===== src/rtl/game_master_fsm.sv =====
// Game sequencer for the target/torpedo shooter: reloads and enables sprites,
// detects win/lose, and times the end-of-game display for the pixel mixer.
module game_master_fsm #(
    parameter int unsigned END_FRAMES = 60
) (
    input  logic clk,
    input  logic reset,
    input  logic launch_key,
    input  logic end_of_frame,
    input  logic collision,
    input  logic target_out_of_screen,
    input  logic torpedo_out_of_screen,
    output logic sprite_target_write_xy,
    output logic sprite_torpedo_write_xy,
    output logic sprite_target_enable_update,
    output logic sprite_torpedo_enable_update,
    output logic end_of_game_timer_running,
    output logic game_won
);

    typedef enum logic [1:0] {
        ST_START = 2'd0,
        ST_AIM   = 2'd1,
        ST_SHOOT = 2'd2,
        ST_END   = 2'd3
    } state_t;

    localparam logic [7:0] LAST_FRAME = 8'(END_FRAMES - 1);

    state_t     r_state;
    logic [7:0] r_frame_cnt;
    logic       r_game_won;
    logic       r_target_write_xy;
    logic       r_torpedo_write_xy;
    logic       r_target_enable;
    logic       r_torpedo_enable;
    logic       r_timer_running;

    state_t     w_next;
    logic       w_won_next;

    // NOTE: every variable gets a default before the case so no latch is inferred.
    always_comb begin
        w_next     = r_state;
        w_won_next = r_game_won;
        unique case (r_state)
            ST_START: w_next = ST_AIM;
            ST_AIM: begin
                if (target_out_of_screen) begin
                    w_next     = ST_END;
                    w_won_next = 1'b0;
                end else if (launch_key) begin
                    w_next = ST_SHOOT;
                end
            end
            ST_SHOOT: begin
                // A hit outranks any sprite leaving the screen in the same cycle.
                if (collision) begin
                    w_next     = ST_END;
                    w_won_next = 1'b1;
                end else if (target_out_of_screen || torpedo_out_of_screen) begin
                    w_next     = ST_END;
                    w_won_next = 1'b0;
                end
            end
            ST_END: begin
                if (end_of_frame && r_frame_cnt == LAST_FRAME) begin
                    w_next = ST_START;
                end
            end
            default: w_next = ST_START;
        endcase
    end

    // NOTE: sequential state uses non-blocking assignments only.
    always_ff @(posedge clk or posedge reset) begin
        if (reset) begin
            r_state            <= ST_START;
            r_frame_cnt        <= 8'd0;
            r_game_won         <= 1'b0;
            r_target_write_xy  <= 1'b1;
            r_torpedo_write_xy <= 1'b1;
            r_target_enable    <= 1'b0;
            r_torpedo_enable   <= 1'b0;
            r_timer_running    <= 1'b0;
        end else begin
            r_state <= w_next;

            if (w_next == ST_START) begin
                r_frame_cnt <= 8'd0;
                r_game_won  <= 1'b0;
            end else begin
                if (r_state == ST_END && end_of_frame) begin
                    r_frame_cnt <= r_frame_cnt + 8'd1;
                end
                if (r_state != ST_END && w_next == ST_END) begin
                    r_game_won <= w_won_next;
                end
            end

            // Outputs are registered from the next state so they track r_state exactly.
            r_target_write_xy  <= (w_next == ST_START);
            r_torpedo_write_xy <= (w_next == ST_START);
            r_target_enable    <= (w_next == ST_AIM) || (w_next == ST_SHOOT);
            r_torpedo_enable   <= (w_next == ST_SHOOT);
            r_timer_running    <= (w_next == ST_END);
        end
    end

    assign sprite_target_write_xy       = r_target_write_xy;
    assign sprite_torpedo_write_xy      = r_torpedo_write_xy;
    assign sprite_target_enable_update  = r_target_enable;
    assign sprite_torpedo_enable_update = r_torpedo_enable;
    assign end_of_game_timer_running    = r_timer_running;
    assign game_won                     = r_game_won;

endmodule


===== config.mk =====
export PLATFORM = sky130hd
export DESIGN_NAME = game_master_fsm
export DESIGN_NICKNAME = d
export VERILOG_FILES = /design/src/rtl/game_master_fsm.sv
export SDC_FILE = /design/constraint.sdc
export NUM_CORES = 1
export LEC_CHECK = 0
export ABC_AREA = 1
export BUFFER_PORTS_ARGS = -buffer_cell sky130_fd_sc_hd__buf_4
export CAP_MARGIN = 30
export CORE_UTILIZATION = 57
export CTS_CLUSTER_DIAMETER = 120
export CTS_CLUSTER_SIZE = 25
export DETAILED_ROUTE_END_ITERATION = 8
export GPL_TIMING_DRIVEN = 0
export PLACE_DENSITY_LB_ADDON = 0.15
export SYNTH_ARGS = -nofsm -noshare
export SYNTH_HDL_FRONTEND = slang
export SYNTH_SLANG_ARGS = --single-unit

===== constraint.sdc =====
create_clock -name clk -period 4.3 [get_ports clk]
set_input_delay 1.29 -clock clk [delete_from_list [all_inputs] [get_ports clk]]
set_output_delay 1.29 -clock clk [all_outputs]
set_load 0.1 [all_outputs]

==> results.md <==
* Status: completed
* Residual antenna-violating net count after detailed routing at 0
* IR Drop Worst-Case VDD at about 330 uV
* Max FO, Critical Path at 2
* Number of buffers created by CTS at 3
* Via count normalized by instance count at 5.07
* Gate Count Post-Synth at a little under 100
* Number of H-tree levels at 1
* Final Power at roughly 430 uW
* Final period util at 0.573
* Top_reg_cell synth: dfrtp_1
* Synth warn at 0
* Non-Filler Cell Area, Final at about 940 um2
* Fraction of the mapped netlist area in compound gates at 0.0641
* Final nets at about 130
* Number of design-rule violations left by the first detailed-router iteration at 14
* Synth area leaders: dfrtp_1 44%, nand2_1 10%, nor2_1 7.0%
* Root Buffer Master: clkbuf_4
* Synthesized flop and latch total at 15
* EDFF count, synth at 0
* Number of diodes at 0
* CTS tree: done
* Total number of clock tree sinks at 15
* Fill cell count at between 100 and 150
* Tightest Hold Check Type: flip-flop to flip-flop
* Cell Pwr Density at 457 mW/mm2
* Synth Area in Adders at 0.0625
* Launching element of the worst setup path: sprite_torpedo_write_xy
* CP Data Arrival Time at 1.17 ns
* Number of placement rows at 13
* Reg-to-Reg End: r_frame_cnt[2]
* Area delta synth->final at 16.9%
* Number of port buffers at 12
* Netlist area before placement at 801 um2
* Number of post-CTS setup repair buffers at 0
* Leakage at ~0.00052 uW
* Mux share of post-synthesis cell area at 0
* Final hold violation count at 0
* Slew at the pin with the worst max-slew slack at 0.578 ns
* Main combinational cell family by area after synthesis: simple AND/OR/NAND/NOR gates
* Register-to-register setup slack at around 2.4 ns
* Crit path required time at ~3 ns
* Maximum capacitance violations at 0
* Share of the synthesized area in the top cell type at 0.438
* Post-Route Skew at roughly 0.0056 ns
* Maximum number of pins on one net before global-route repair at 16
* Vias in the first global route at roughly 600
* R2R Path Start: r_frame_cnt[0]
* Area of the die at between 0.0015 and 0.002 mm2
* Async S/R FF share, synth at 1.00
* Standard cell core area at between 0.001 and 0.0015 mm2
* Layout Cells excl Fill at 130
* Area taken by flip-flops and latches at ~380 um2
* Layout cells sized above 1 at 0.217
* Number of slew-limit violations in the final report at 0
* Count of endpoints failing setup in the final report at 0
* Starting Density at 0.615
* Final weighted congestion in routability-driven placement at slightly below 0.8
* Cell variety after synth at 22
* Multi-input combinational cell area at around 360 um2
* Total vias in the final route at 659
* Aggregate negative setup slack at 0 ns
* Detailed Route WL at between 1000 and 1500 um
* Total instance count after detailed placement at 126
* Capture point of the critical path: sprite_torpedo_write_xy
* DRT Pass-1 Iters at 4
* Critical path startpoint category: flip-flop
* First-pass GRT wire length at between 2000 and 2500 um
* Synth area leader: dfrtp_1
* Register area share after synthesis at 0.470
* Grt ovf at 0
* Clock tree buffer depth at 2
* Horizontal die dimension at between 30 and 40 um
* Top Ports at 13
* Maximum frequency from static timing analysis at 0.406 GHz
* Die extent in y at just under 40 um
* Simple-gate share of the synthesized area at 0.311
* Net Count, Synth at 110
* Cell area after placement at approximately 900 um2
* Area share of xor/xnor cells in the synthesized design at 0.0109
* Setup repair after global routing missed its margin: no
* Clock slew seen by the registers of the worst setup and hold paths at ~0.090 ns
* HPWL after detailed placement at about 1100 um
* Antenna violations before repair at 0
* Period minus WS final at between 2 and 2.5 ns
* DRC violations left at 0
* Type of the worst setup path: flip-flop to output pin
* Relative slew slack at 0.614
* Cts-stage hold buffer count at 0
* Worst-skew pair later-pin latency at around 0.28 ns
* Worst Reg2Reg Path Length in Cells at 11
* Syn avg cell area at 8.09 um2
* Resize count post-CTS at 0
* Detail-routed net length per standard cell at roughly 11 um
* All-Layer GR Usage at 0.226
* Kind of end point of the critical path: output pin
[report_power, final]
group	internal (uW)	switching [uW]	total [uW]
Combinational	50.6	84.4	135
Sequential	181	34.1	215
Clock	35.9	42.0	78.0
Total	267	161	428
[stage by stage]
stage | util | setup WS [ns] | hold slack, ns
2_1_floorplan | - | 1.79 | 0.478
3_3_place_gp | 0.699 | 1.56 | 0.488
3_5_place_dp | 0.699 | 1.54 | 0.517
4_1_cts | 0.719 | 1.83 | 0.537
6_report | 0.719 | 1.84 | 0.546
5_1_grt | 0.719 | 1.67 | 0.569
[how the worst min path moves through the flow]
stage	slack [ns]	to	startpoint	cells after the start
after global placement	0.49	r_frame_cnt[4]	r_frame_cnt[4]	2
after floorplan	0.48	r_frame_cnt[4]	r_frame_cnt[4]	2
after detailed placement	0.52	r_frame_cnt[4]	r_frame_cnt[4]	2
after global routing	0.57	r_frame_cnt[5]	r_frame_cnt[5]	2
final	0.55	r_frame_cnt[4]	r_frame_cnt[4]	2
after CTS	0.54	r_frame_cnt[4]	r_frame_cnt[4]	2
[synthesized netlist by cell type, drive strengths merged, types with 2 or more instances]
library cell,n
dfrtp,14
nand2,23
buf,2
inv,14
nor3b,2
o21ai,4
nor2,17
ha,4
a21oi,5
nand3,9
[cells by family after synthesis]
| logic type | after synthesis |
|---|---|
| buffers and inverters | 16 |
| flip-flops | 15 |
| AND/OR/NAND/NOR | 53 |
| XOR/XNOR | 1 |
| AO/OA/AOI/OAI | 10 |
| adder cells (fa/ha/maj) | 4 |
[critical path, cell delays in order (launching register included)]
cell,delay [ns]
dfstp_2,0.54
buf_4,0.09
buf_4,0.27
[routing by layer]
metal  routed length (um)  global-route usage  up-vias
li1                     -                   -      342
met1                  602               0.241      301
met2                  754               0.422       12
met3                   44              0.0511        4
met4                   21              0.0776        0
met5                    0                   0        -
[area by class of cell]
| type | count | share of cell area |
|---|---|---|
| sequential | 15 | 0.402 |
| tap | 15 | 0.0201 |
| buffer | 2 | 0.0134 |
| clock buffer | 4 | 0.0281 |
| timing repair buffer | 12 | 0.0963 |
| multi-input combinational | 68 | 0.384 |
| inverter | 14 | 0.0561 |
[layout by cell type (no fill, tap or decap)]
cell type and n:
nand2_1 22, nor2_1 15, dfrtp_1 14, inv_1 13
buf_4 13, nand3_1 8, a21oi_1 5, ha_1 4
o21ai_0 3, clkbuf_4 3, nor3b_2 2, buf_2 1
nand3_2 1, nor2_4 1, nand2_2 1, nor2_2 1
a31oi_1 1, inv_2 1, nand4_1 1, nor3_1 1
o21ai_1 1, xor2_1 1, clkbuf_1 1, dfstp_2 1
[state kept, by name, indices dropped and copies added, names as in the netlist]
signal,flops
r_state,2
sprite_torpedo_write_xy,1
r_frame_cnt,8
game_won,1
sprite_torpedo_enable_update,1
sprite_target_enable_update,1
end_of_game_timer_running,1
(Power assumes the default switching activity.)
